==> src/rtl/defeat_pkg.sv <==
// Shared definitions for the game-over phase responder and the game-state FSM.
package defeat_pkg;

   typedef enum logic [2:0] {
      PH_IDLE,
      PH_INTACT,
      PH_SPLIT,
      PH_SCATTER,
      PH_TEXT,
      PH_DONE
   } phase_t;

   localparam logic [3:0] ST_MENU      = 4'h0;
   localparam logic [3:0] ST_PLAYER    = 4'h1;
   localparam logic [3:0] ST_ENEMY     = 4'h8;
   localparam logic [3:0] ST_GAME_OVER = 4'hF;

   typedef logic [11:0] rgb444_t;

   localparam rgb444_t RGB_BLACK = 12'h000;

endpackage

==> src/rtl/defeat_sequence_font_stamp.sv <==
// Combinational "GAME OVER" text stamp: reports whether the current pixel
// falls on a lit glyph cell of the string placed at ORIGIN, scaled by SCALE.
module font_stamp #(
   parameter int unsigned ORIGIN_X = 128,
   parameter int unsigned ORIGIN_Y = 128,
   parameter int unsigned SCALE    = 2
) (
   input  logic [10:0] hcount_in,
   input  logic [9:0]  vcount_in,
   output logic        in_sprite
);

   localparam int unsigned N_CHARS = 9;
   localparam logic [11:0] OX      = 12'(ORIGIN_X);
   localparam logic [11:0] OY      = 12'(ORIGIN_Y);
   localparam logic [11:0] TEXT_W  = 12'(N_CHARS * 8 * SCALE);
   localparam logic [11:0] TEXT_H  = 12'(8 * SCALE);

   function automatic logic [7:0] char_at(input logic [3:0] idx);
      case (idx)
         4'd0:    return "G";
         4'd1:    return "A";
         4'd2:    return "M";
         4'd3:    return "E";
         4'd5:    return "O";
         4'd6:    return "V";
         4'd7:    return "E";
         4'd8:    return "R";
         default: return " ";
      endcase
   endfunction

   // 8x8 glyphs, first row in the top byte, leftmost pixel in bit 7.
   function automatic logic [7:0] glyph_row(input logic [7:0] ch, input logic [2:0] r);
      logic [63:0] g;
      case (ch)
         "G":     g = 64'h3C42404E42423C00;
         "A":     g = 64'h1824427E42424200;
         "M":     g = 64'h42665A4242424200;
         "E":     g = 64'h7E40407C40407E00;
         "O":     g = 64'h3C42424242423C00;
         "V":     g = 64'h4242424224241800;
         "R":     g = 64'h7C42427C48444200;
         default: g = 64'h0;
      endcase
      return g[{3'd7 - r, 3'b000} +: 8];
   endfunction

   logic [11:0] x12;
   logic [11:0] y12;
   logic [11:0] dx;
   logic [11:0] dy;
   logic [6:0]  col;
   logic [2:0]  row;
   logic        in_x;
   logic        in_y;
   logic [7:0]  bits;

   assign x12  = {1'b0, hcount_in};
   assign y12  = {2'b00, vcount_in};
   assign dx   = x12 - OX;
   assign dy   = y12 - OY;
   assign in_x = (x12 >= OX) && (dx < TEXT_W);
   assign in_y = (y12 >= OY) && (dy < TEXT_H);
   assign col  = 7'(dx / 12'(SCALE));
   assign row  = 3'(dy / 12'(SCALE));
   assign bits = glyph_row(char_at(col[6:3]), row);

   assign in_sprite = in_x && in_y && bits[3'd7 - col[2:0]];

endmodule

==> src/rtl/defeat_sequence.sv <==
// Game-over phase responder: heart intact -> split -> shard scatter -> text,
// then waits for a fresh press of decide_in before reporting finished.
module defeat_sequence
   import defeat_pkg::*;
#(
   parameter int unsigned HEART_X      = 496,
   parameter int unsigned HEART_Y      = 368,
   parameter rgb444_t     HEART_COLOR  = 12'h0F0,
   parameter rgb444_t     TEXT_COLOR   = 12'hFFF,
   parameter int unsigned T_INTACT     = 32500000,
   parameter int unsigned T_SPLIT      = 32500000,
   parameter int unsigned SHARD_FRAMES = 60,
   parameter logic [3:0]  GO_STATE     = ST_GAME_OVER
) (
   input  logic        clk,
   input  logic        rst,
   input  logic [10:0] hcount_in,
   input  logic [9:0]  vcount_in,
   input  logic [3:0]  state_in,
   input  logic        decide_in,
   output logic        busy_out,
   output logic        finished_out,
   output rgb444_t     pixel_out
);

   localparam logic [11:0] HX = 12'(HEART_X);
   localparam logic [11:0] HY = 12'(HEART_Y);

   phase_t      phase_q, phase_d;
   logic [31:0] cnt_q, cnt_d;
   logic [7:0]  offset_q, offset_d;
   logic        decide_prev_q, decide_prev_d;
   logic        armed_q, armed_d;
   logic        busy_q, busy_d;
   logic        finished_q, finished_d;
   rgb444_t     pixel_q, pixel_d;

   logic [11:0] x12, y12, off12;
   logic        go, frame_tick, decide_rise;
   logic        in_heart, split_gap, shard_hit, text_hit;
   logic        sx_left, sx_right, sy_top, sy_bot;

   assign x12         = {1'b0, hcount_in};
   assign y12         = {2'b00, vcount_in};
   assign off12       = {4'b0000, offset_q};
   assign go          = (state_in == GO_STATE);
   assign frame_tick  = (hcount_in == 11'd0) && (vcount_in == 10'd0);
   assign decide_rise = decide_in & ~decide_prev_q;

   assign in_heart  = (x12 >= HX) && (x12 <= HX + 12'd31) &&
                      (y12 >= HY) && (y12 <= HY + 12'd31);
   assign split_gap = (x12 == HX + 12'd15) || (x12 == HX + 12'd16);

   // Left/top shards are tested as coord+d against the heart origin so that
   // shards pushed past zero clip instead of wrapping.
   assign sx_left  = (x12 + off12 >= HX) && (x12 + off12 <= HX + 12'd7);
   assign sx_right = (x12 >= HX + 12'd24 + off12) && (x12 <= HX + 12'd31 + off12);
   assign sy_top   = (y12 + off12 >= HY) && (y12 + off12 <= HY + 12'd7);
   assign sy_bot   = (y12 >= HY + 12'd24 + off12) && (y12 <= HY + 12'd31 + off12);
   assign shard_hit = (sx_left || sx_right) && (sy_top || sy_bot);

   font_stamp #(
      .ORIGIN_X (128),
      .ORIGIN_Y (128),
      .SCALE    (2)
   ) u_text (
      .hcount_in (hcount_in),
      .vcount_in (vcount_in),
      .in_sprite (text_hit)
   );

   always_comb begin
      phase_d       = phase_q;
      cnt_d         = cnt_q;
      offset_d      = offset_q;
      busy_d        = busy_q;
      finished_d    = finished_q;
      pixel_d       = RGB_BLACK;
      decide_prev_d = decide_in;
      armed_d       = ~go;

      if (phase_q != PH_IDLE && !go) begin
         phase_d    = PH_IDLE;
         cnt_d      = 32'd0;
         offset_d   = 8'd0;
         busy_d     = 1'b0;
         finished_d = 1'b0;
      end else begin
         case (phase_q)
            PH_IDLE: begin
               // armed_q forces state_in to leave GO_STATE before a restart
               if (go && armed_q) begin
                  phase_d = PH_INTACT;
                  cnt_d   = 32'd0;
                  busy_d  = 1'b1;
               end
            end
            PH_INTACT: begin
               pixel_d = in_heart ? HEART_COLOR : RGB_BLACK;
               if (cnt_q == 32'(T_INTACT - 1)) begin
                  cnt_d   = 32'd0;
                  phase_d = PH_SPLIT;
               end else begin
                  cnt_d = cnt_q + 32'd1;
               end
            end
            PH_SPLIT: begin
               pixel_d = (in_heart && !split_gap) ? HEART_COLOR : RGB_BLACK;
               if (cnt_q == 32'(T_SPLIT - 1)) begin
                  cnt_d    = 32'd0;
                  offset_d = 8'd0;
                  phase_d  = PH_SCATTER;
               end else begin
                  cnt_d = cnt_q + 32'd1;
               end
            end
            PH_SCATTER: begin
               pixel_d = shard_hit ? HEART_COLOR : RGB_BLACK;
               if (frame_tick) begin
                  offset_d = offset_q + 8'd1;
                  if (offset_q == 8'(SHARD_FRAMES - 1)) phase_d = PH_TEXT;
               end
            end
            PH_TEXT: begin
               pixel_d = text_hit ? TEXT_COLOR : RGB_BLACK;
               if (decide_rise) begin
                  phase_d    = PH_DONE;
                  busy_d     = 1'b0;
                  finished_d = 1'b1;
               end
            end
            PH_DONE: begin
               pixel_d = text_hit ? TEXT_COLOR : RGB_BLACK;
            end
            default: phase_d = PH_IDLE;
         endcase
      end
   end

   always_ff @(posedge clk) begin
      if (rst) begin
         phase_q       <= PH_IDLE;
         cnt_q         <= 32'd0;
         offset_q      <= 8'd0;
         decide_prev_q <= 1'b0;
         armed_q       <= 1'b0;
         busy_q        <= 1'b0;
         finished_q    <= 1'b0;
         pixel_q       <= RGB_BLACK;
      end else begin
         phase_q       <= phase_d;
         cnt_q         <= cnt_d;
         offset_q      <= offset_d;
         decide_prev_q <= decide_prev_d;
         armed_q       <= armed_d;
         busy_q        <= busy_d;
         finished_q    <= finished_d;
         pixel_q       <= pixel_d;
      end
   end

   assign busy_out     = busy_q;
   assign finished_out = finished_q;
   assign pixel_out    = pixel_q;

endmodule

==> config.mk <==
export PLATFORM = sky130hd
export DESIGN_NAME = defeat_sequence
export DESIGN_NICKNAME = d
export VERILOG_FILES = /design/src/rtl/defeat_pkg.sv /design/src/rtl/defeat_sequence_font_stamp.sv /design/src/rtl/defeat_sequence.sv
export SDC_FILE = /design/constraint.sdc
export NUM_CORES = 1
export LEC_CHECK = 0
export ABC_CLOCK_PERIOD_IN_PS = 7000
export BUFFER_PORTS_ARGS = -buffer_cell sky130_fd_sc_hd__buf_2
export CORE_ASPECT_RATIO = 0.75
export CORE_MARGIN = 3
export CORE_UTILIZATION = 50
export CTS_CLUSTER_SIZE = 14
export DETAILED_ROUTE_END_ITERATION = 6
export PLACE_DENSITY = 0.8
export REMOVE_ABC_BUFFERS = 1
export SLEW_MARGIN = 10
export SYNTH_ARGS = -nofsm -noshare
export SYNTH_HDL_FRONTEND = slang
export SYNTH_HIERARCHICAL = 1
export SYNTH_SLANG_ARGS = --single-unit
==> constraint.sdc <==
create_clock -name clk -period 7 [get_ports clk]
set_clock_uncertainty 0.1 [all_clocks]
set_input_delay 0.7 -clock clk [delete_from_list [all_inputs] [get_ports clk]]
set_output_delay 0.7 -clock clk [all_outputs]
set_load 0.1 [all_outputs]
==> impl_results.md, run 1 <==
* Status: finished, final reports clean
* Area grow syn2layout at 6.284%
* CTS tree: built
* Worst rel slew slack at 0.3475
* Initial DRC count at 486
* Worst Path Max Fanout at 10
* Initial antenna violation count at 0
* Final Hold Vio Count at 0
* LEAKAGE at 2.245 nW
* Gp weighted congestion at 0.9336
* TNS Setup at 0 ps
* Initial Utilization at 0.5294
* Placed Instance Area at 5440 sq um
* Startpoint types: primary input
* GRT Util Overall at 0.2304
* Most frequent cells in the layout: ha_1, nor2_1, dfxtp_1, nand2_1, buf_2
* Syn Std Cell Area at 5256 sq um
* Critical Path RT at 7120 ps
* Syn_area_per_cell at 8.099 sq um
* Die area at 11,790 sq um
* Post-CTS Resized at 0
* Die X at 124.4 um
* FF+latch count, synth at 49
* WL/cell at 17.44 um
* Crit share post-route at 0.6020
* Cts bufs inserted at 5
* Async SR Flop Fraction at 0
* Via count at 5,083
* Setup violators final at 0
* Type of the tightest min-delay check: flop to flop
* Synthesized instance count at 649
* Worst-margin pin slew at 978.7 ps
* Drt via density at 6.346
* Root Buffer Master: clkbuf_16
* Maximum root-to-sink buffer count at 2
* CTS Sinks at 49
* Max VDD drop at 0.1334 mV
* Setup ws final at 2786 ps
* Clock latency at the later pin of the worst-skew pair at 290 ps
* Total Routed Length at 13.97 mm
* Slew Viols, Final at 0
* Most common cell after layout, fill and taps aside: ha_1
* Cell taking the most area after synthesis: dfxtp_1
* Crit path DAT at 4330 ps
* Global route overflow at 0
* Post-synth EDFFs at 0
* Final net count at 763
* Min Tclk post-route at 4214 ps
* Die height at 94.80 um
* Final Util at 0.5626
* Syn. warnings at 6
* Crit end category: flop
* CTS Hold Buffers Added at 0
* Placeable Area at 9930 sq um
* Antenna Violating Nets Remaining at 0
* Fmax at 237.3 MHz
* DP Worst Slack at 2591 ps
* Diodes inserted at 0
* Part of the Yosys area used for sequential elements at 0.1866
* Dpl hpwl at 10.93 mm
* MaxCap Viol Count at 0
* Netlist cell types at 89
* RSZ-0062 raised after global routing: false
* Final instance area at 5587 sq um
* Synth Flop Type: dfxtp_1
* I/O Buffers at 41
* Pwr/cell area at 140.0 nW/um^2
* Clk slew on worst S/H paths at 70 ps
* WS Path Type: primary input to flop
* DRC viols at 0
* First drt pass iteration count at 5
* Rows at 31
* Vias in the first global route at 4,610
* Synth area leaders: dfxtp_1, ha_1, nor2_1
* Layout cell share with drive strength beyond 1 at 0.1241
* First-pass GRT wire length at 22.78 mm
* H-tree depth at 2
* Yosys top cell area share at 0.1866
* Largest net degree at the start of global routing at 33
* Io pins at 42
* Worst hold slack at 377.2 ps
* Fillers at 926
* Setup repair bufs after CTS at 0
==> area by class of cell <==
type	count	area, sq um	area share
clock buffer	5	125.1	0.02240
tap	132	165.2	0.02956
inverter	31	116.4	0.02083
multi-input combinational	540	3973	0.7111
clock inverter	3	21.27	0.003807
timing repair buffer	41	205.2	0.03673
sequential	49	980.9	0.1756
==> cells by family after synthesis <==
family,after synthesis,synth area share
flip-flops,49,0.1866
AND/OR/NAND/NOR,259,0.2778
buffers and inverters,60,0.05760
XOR/XNOR,48,0.07998
multiplexers,5,0.009998
adder cells (fa/ha/maj),67,0.1623
AO/OA/AOI/OAI,161,0.2257
==> synth_stat cells (4+ instances only) <==
| library cell | number |
|---|---|
| ha_1 | 65 |
| nor2_1 | 64 |
| dfxtp_1 | 49 |
| nand2_1 | 44 |
| a21oi_1 | 37 |
| inv_1 | 31 |
| nand3_1 | 29 |
| xor2_1 | 25 |
| xnor2_1 | 23 |
| o21ai_0 | 20 |
| nand4_1 | 15 |
| a21o_1 | 14 |
| nor3_1 | 13 |
| nor2b_1 | 12 |
| buf_4 | 11 |
| nor4_1 | 11 |
| o211ai_1 | 10 |
| clkbuf_1 | 9 |
| or3_1 | 9 |
| nand2b_1 | 8 |
| nand3b_1 | 8 |
| a211oi_1 | 7 |
| and3_1 | 6 |
| o2111ai_1 | 6 |
| buf_2 | 5 |
| o21a_1 | 5 |
| and4_1 | 4 |
| buf_6 | 4 |
| nand4b_1 | 4 |
| o21ai_1 | 4 |
| o31ai_1 | 4 |
==> sequential cells by signal, summed over array words and instances, names as in the netlist <==
signal	cells
decide_prev_q	1
armed_q	1
cnt_q	32
pixel_out	2
finished_out	1
phase_q	3
offset_q	8
busy_out	1
==> worst paths after layout <==
check / from / end / slack [ps] / depth (start not counted)
hold reg to reg: cnt_q[14]$_SDFFE_PP0P_ / cnt_q[14]$_SDFFE_PP0P_ / 380 / 2
setup reg to reg: offset_q[2]$_SDFFE_PP0P_ / pixel_out[7]$_SDFF_PP0_ / 3780 / 12
setup / recovery: hcount_in[4] / pixel_out[7]$_SDFF_PP0_ / 2790 / 17
hold / removal: cnt_q[14]$_SDFFE_PP0P_ / cnt_q[14]$_SDFFE_PP0P_ / 380 / 2
==> routing by layer <==
layer  wire length, um  share of wire  vias to the layer above  GRT usage
met4               235          0.017                        0    0.05018
met1              6580           0.47                     2396     0.3308
met5                 0              0                        -          0
met2              5924           0.42                      223     0.3615
met3              1228          0.088                       22    0.04183
li1                  -              -                     2442          -
==> power by group <==
| group | total (W) | leakage [nW] | internal (W) | switching, W |
|---|---|---|---|---|
| sequential | 0.000299 | 0.395 | 0.000287 | 0.0000123 |
| combinational | 0.000242 | 1.78 | 0.0000839 | 0.000158 |
| clock | 0.000241 | 0.0702 | 0.000133 | 0.000108 |
| total | 0.000782 | 2.25 | 0.000504 | 0.000278 |
==> worst max-delay path: stages <==
cell and delay (ps):
buf_2 200, inv_1 180, ha_1 400, or3b_4 450, a21oi_4 240, o211ai_2 200, a41oi_1 240, o21ai_1 130
a211oi_2 230, o311ai_1 140, a21oi_1 300, nand3b_1 160, o21ai_0 120, a31oi_1 60, a211oi_1 330, a21oi_1 70
a21oi_1 170
==> metrics by stage <==
| step | power, W | cells |
|---|---|---|
| after floorplan | 0.0004712 | 620 |
| after global placement | 0.0005357 | 793 |
| after detailed placement | 0.0005422 | 793 |
| after CTS | 0.0007819 | 801 |
| after global routing | 0.0008210 | 801 |
| final | 0.0007819 | 801 |
(Power assumes the default switching activity.)
==> run 2, diff against run 1 <==
- ABC_CLOCK_PERIOD_IN_PS: 7000 -> 3950
- clock period: 7 -> 3.95 ns (I/O delays scaled with it)
==> impl_results.md, run 2 (synthesis results as in run 1) <==
* Status: finished, final reports clean
* Pwr/cell area at 258.6 nW/um^2
* Crit path DAT at 3820 ps
* Total Routed Length at 14.24 mm
* Die X at 124.4 um
* Via count at 5,125
* Slew Viols, Final at 0
* Max VDD drop at 0.2407 mV
* Setup violators final at 0
* Worst rel slew slack at 0.5206
* DRC viols at 0
* CTS tree: built
* Gp weighted congestion at 0.9308
* Worst Path Max Fanout at 7
* Layout cell share with drive strength beyond 1 at 0.1346
* Startpoint types: primary input
* WL/cell at 17.63 um
* Sequential power share at 0.360
* Switching share of power at 0.3296
* Initial Utilization at 0.5294
* LEAKAGE at 2.294 nW
* Fmax at 269.7 MHz
* Setup repair bufs after CTS at 0
* Io pins at 42
* First drt pass iteration count at 5
* Dpl hpwl at 11.15 mm
* Drt via density at 6.343
* Tot Pwr at 0.001469 W
* Final net count at 770
* MaxCap Viol Count at 0
* Die height at 94.80 um
* Placeable Area at 9930 sq um
* Crit end category: flop
* Largest net degree at the start of global routing at 33
* WS Path Type: primary input to flop
* Initial DRC count at 447
* Cts bufs inserted at 5
* TNS Setup at 0 ps
* H-tree depth at 2
* Fillers at 909
* Clock latency at the later pin of the worst-skew pair at 280 ps
* Multi-input combinational cell area at 3989 sq um
* RSZ-0062 raised after global routing: false
* Initial antenna violation count at 0
* Hold Path Stages at 2
* Share of power burned in the clock network at 0.331
* Rows at 31
* Global route overflow at 0
* Diodes inserted at 0
* Top Registers: cnt_q: 32 flops, offset_q: 8 flops, phase_q: 3 flops
* Net load switching power at 0.0004842 W
* Critical Path RT at 4060 ps
* Cell Int Power at 0.0009849 W
* Root Buffer Master: clkbuf_16
* First-pass GRT wire length at 23.49 mm
* Max reg flops at 32
* Most common cell after layout, fill and taps aside: ha_1
* Min Tclk post-route at 3708 ps
* Crit share post-route at 0.9388
* Antenna Violating Nets Remaining at 0
* GRT Util Overall at 0.2367
* Type of the tightest min-delay check: primary input to flop
* Cells on worst reg2reg path at 11
* Worst-margin pin slew at 712.9 ps
* Vias in the first global route at 4,739
* Comb pwr share at 0.309
* Final Hold Vio Count at 0
* CTS Sinks at 49
* Area grow syn2layout at 8.093%
* I/O Buffers at 41
* Maximum root-to-sink buffer count at 2
* Largest reg by FF count: cnt_q
* Die area at 11,790 sq um
* Most frequent cells in the layout: ha_1, nor2_1, dfxtp_1, nand2_1, buf_2
* Storage element area at 980.9 sq um
* Clk slew on worst S/H paths at 60 ps
-- run 2: critical path, stage by stage --
cell      delay (ps)
buf_2            140
inv_1             90
ha_1             370
or3b_4           460
a21oi_4          250
o211ai_2         210
a41oi_1          260
o21ai_1          130
a211oi_2         230
o311ai_1         160
a21oi_2          270
nand3b_1         190
o21ai_0          130
a31oi_1           70
a211oi_2         240
a21oi_1           60
a21oi_1          160
-- run 2: area by class of cell --
class	instances	area share
Inverter	31	0.02048
Sequential cell	49	0.1726
Clock buffer	7	0.02510
Clock inverter	1	0.005285
Timing Repair Buffer	48	0.04536
Tap cell	132	0.02907
Multi-Input combinational cell	540	0.7020
-- run 2: final timing paths --
path                                             endpoint  slack [ps]                 startpoint
worst max-delay path              pixel_out[7]$_SDFF_PP0_         240               hcount_in[4]
worst min-delay path             decide_prev_q$_SDFF_PP0_         240                  decide_in
worst max register to register    pixel_out[7]$_SDFF_PP0_         770   offset_q[2]$_SDFFE_PP0P_
worst min register to register  finished_out$_SDFFE_PP0P_         380  finished_out$_SDFFE_PP0P_
-- run 2: metrics by stage --
step / std cells / utilization / cell area [sq um] / worst slack [ps] / hold slack, ps
after detailed placement: 800 / 0.5532 / 5493 / -3.692 / 361.8
after CTS: 808 / 0.5706 / 5665 / 291.1 / 235.5
after floorplan: 620 / - / 5070 / -1963 / 344.3
after global placement: 800 / 0.5532 / 5493 / 102.8 / 351.8
after global routing: 808 / 0.5722 / 5682 / 37.90 / 247.1
final: 808 / 0.5722 / 5682 / 241.6 / 235.3
-- run 2: timing repair --
item | in CTS | in global routing
resized for setup | 0 | 3
hold buffers | 0 | 0
setup endpoints to repair | 0 | 1
-- run 2: power groups by stage --
stage	combinational, W	clock [W]	sequential [W]
after floorplan	0.000297	0	0.000538
after global placement	0.000423	0	0.000539
after detailed placement	0.000438	0	0.000540
after CTS	0.000442	0.000494	0.000529
after global routing	0.000503	0.000514	0.000531
final	0.000455	0.000486	0.000529
-- run 2: routing by layer --
| layer | vias to the layer above | GRT usage | share of wire | wire length, um |
|---|---|---|---|---|
| met5 | - | 0 | 0 | 0 |
| met4 | 0 | 0.04015 | 0.0076 | 108 |
| met3 | 14 | 0.06501 | 0.099 | 1408 |
| met2 | 217 | 0.3597 | 0.42 | 6041 |
| met1 | 2443 | 0.3395 | 0.47 | 6683 |
| li1 | 2451 | - | - | - |
==> run 3, diff against run 2 <==
- CELL_PAD_IN_SITES_DETAIL_PLACEMENT: default -> 1
- CELL_PAD_IN_SITES_GLOBAL_PLACEMENT: default -> 1
- CORE_UTILIZATION: 50 -> 46
- PLACE_DENSITY: 0.8 -> 0.93
==> impl_results.md, run 3 (synthesis results as in run 1) <==
* Status: finished, final reports clean
* Layout cell share with drive strength beyond 1 at 0.1344
* Initial antenna violation count at 0
* RSZ-0062 raised after global routing: false
* CTS Hold Buffers Added at 0
* Critical Path RT at 4080 ps
* Drt via density at 6.414
* Largest reg by FF count: cnt_q
* Antenna Violating Nets Remaining at 0
* Initial Utilization at 0.4768
* Cell Chain, Critical Path: buf_2 > inv_1 > ha_1 > or3b_4 > a21oi_4 > o211ai_2 > a41oi_1 > o21ai_1 > a211oi_2 > o311ai_1 > a21oi_1 > nand3b_1 > o21ai_0 > a31oi_1 > a211oi_2 > a21oi_1 > a21oi_1
* GRT Util Overall at 0.2718
* Top Registers: cnt_q: 32 flops, offset_q: 8 flops, phase_q: 3 flops
* Startpoint types: primary input
* Top delay family on crit path: compound AO/OA/AOI/OAI gates
* Initial DRC count at 365
* CTS Sinks at 49
* Fillers at 1,370
* Worst rel slew slack at 0.5438
* CTS tree: built
* Setup violators final at 0
* Vias in the first global route at 5,414
* Multi-input combinational cell area at 3985 sq um
* Cts bufs inserted at 5
* Io pins at 42
* Fmax at 274.6 MHz
* Maximum root-to-sink buffer count at 2
* LEAKAGE at 2.285 nW
* Max VDD drop at 0.1668 mV
* Worst-margin pin slew at 678.0 ps
* Worst Path Max Fanout at 7
* Clk slew on worst S/H paths at 70 ps
* Pwr/cell area at 255.3 nW/um^2
* Slew Viols, Final at 0
* Most frequent cells in the layout: ha_1, nor2_1, dfxtp_1, nand2_1, buf_2
* Via count at 5,240
* Storage element area at 980.9 sq um
* Crit end category: flop
* Min Tclk post-route at 3642 ps
* Diodes inserted at 0
* First drt pass iteration count at 4
* DRC viols at 0
* Worst hold slack at 228.2 ps
* WS Path Type: primary input to flop
* Most common cell after layout, fill and taps aside: ha_1
* Gp weighted congestion at 0.9092
* Placeable Area at 11,020 sq um
* MaxCap Viol Count at 0
* Max reg flops at 32
* Area grow syn2layout at 7.712%
* Rows at 33
* Crit path DAT at 3780 ps
* I/O Buffers at 41
* CP most frequent cell: a21oi_1
* Final net count at 771
* Placed Instance Area at 5510 sq um
* TNS Setup at 0 ps
* Final Hold Vio Count at 0
* WL/cell at 21.34 um
* Clock latency at the later pin of the worst-skew pair at 300 ps
* Die area at 12,760 sq um
* Die height at 98.58 um
* Dpl hpwl at 13.58 mm
* Type of the tightest min-delay check: primary input to flop
* H-tree depth at 2
* Root Buffer Master: clkbuf_16
* Crit share post-route at 0.9220
* Die X at 129.4 um
* Buf/Inv on CP at 2
* Final instance area at 5662 sq um
* Largest net degree at the start of global routing at 33
* First-pass GRT wire length at 28.10 mm
* CP max-delay cell: or3b_4
* Largest stage delay on the critical path at 440 ps
* Global route overflow at 0
* Total Routed Length at 17.44 mm
## run 3: what timing repair did
action	in CTS	in global routing
setup endpoints to repair	0	1
buffers inserted	0	0
gates resized for setup	0	2
## run 3: per-layer routing
metal / track usage / vias up / part of all wire
met5: 0 / - / 0
met4: 0.08466 / 0 / 0.025
met3: 0.03900 / 44 / 0.045
met2: 0.4375 / 134 / 0.46
met1: 0.3770 / 2611 / 0.47
li1: - / 2451 / -
## run 3: layout make-up
class,count,share of cell area
Multi-Input combinational cell,540,0.7039
Sequential cell,49,0.1733
Timing Repair Buffer,49,0.04685
Tap cell,140,0.03094
Clock buffer,6,0.02276
Inverter,31,0.02055
Clock inverter,2,0.001768
## run 3: worst paths after layout
| path | startpoint | to | slack, ps | cells past startpoint |
|---|---|---|---|---|
| min | decide_in | decide_prev_q$_SDFF_PP0_ | 230 | 2 |
| max | hcount_in[4] | pixel_out[7]$_SDFF_PP0_ | 310 | 17 |
| max reg2reg | offset_q[2]$_SDFFE_PP0P_ | pixel_out[7]$_SDFF_PP0_ | 740 | 12 |
| min reg2reg | finished_out$_SDFFE_PP0P_ | finished_out$_SDFFE_PP0P_ | 380 | 1 |
## run 3: stage by stage
step	worst slack (ps)	utilization	total power, W	std cells
after floorplan	-1963	-	0.0008350	620
after global placement	162.4	0.4998	0.0009796	809
after detailed placement	38.20	0.4998	0.001017	809
after CTS	321.7	0.5124	0.001435	817
after global routing	19.64	0.5136	0.001505	817
final	308.3	0.5136	0.001446	817
## run 3: worst reg2reg max path, delay by kind of cell, from the launching register on
kind / cells / cell delay (ps)
buf+inv: 2 / 390
flops: 1 / 620
xor+xnor: 1 / 250
fa+ha+maj: 1 / 320
compound gates: 4 / 550
simple gates: 4 / 930
## run 3: report_power, final
part | internal, W | switching (W)
clock | 0.000233 | 0.000188
sequential | 0.000508 | 0.0000238
combinational | 0.000169 | 0.000324
total | 0.000910 | 0.000536
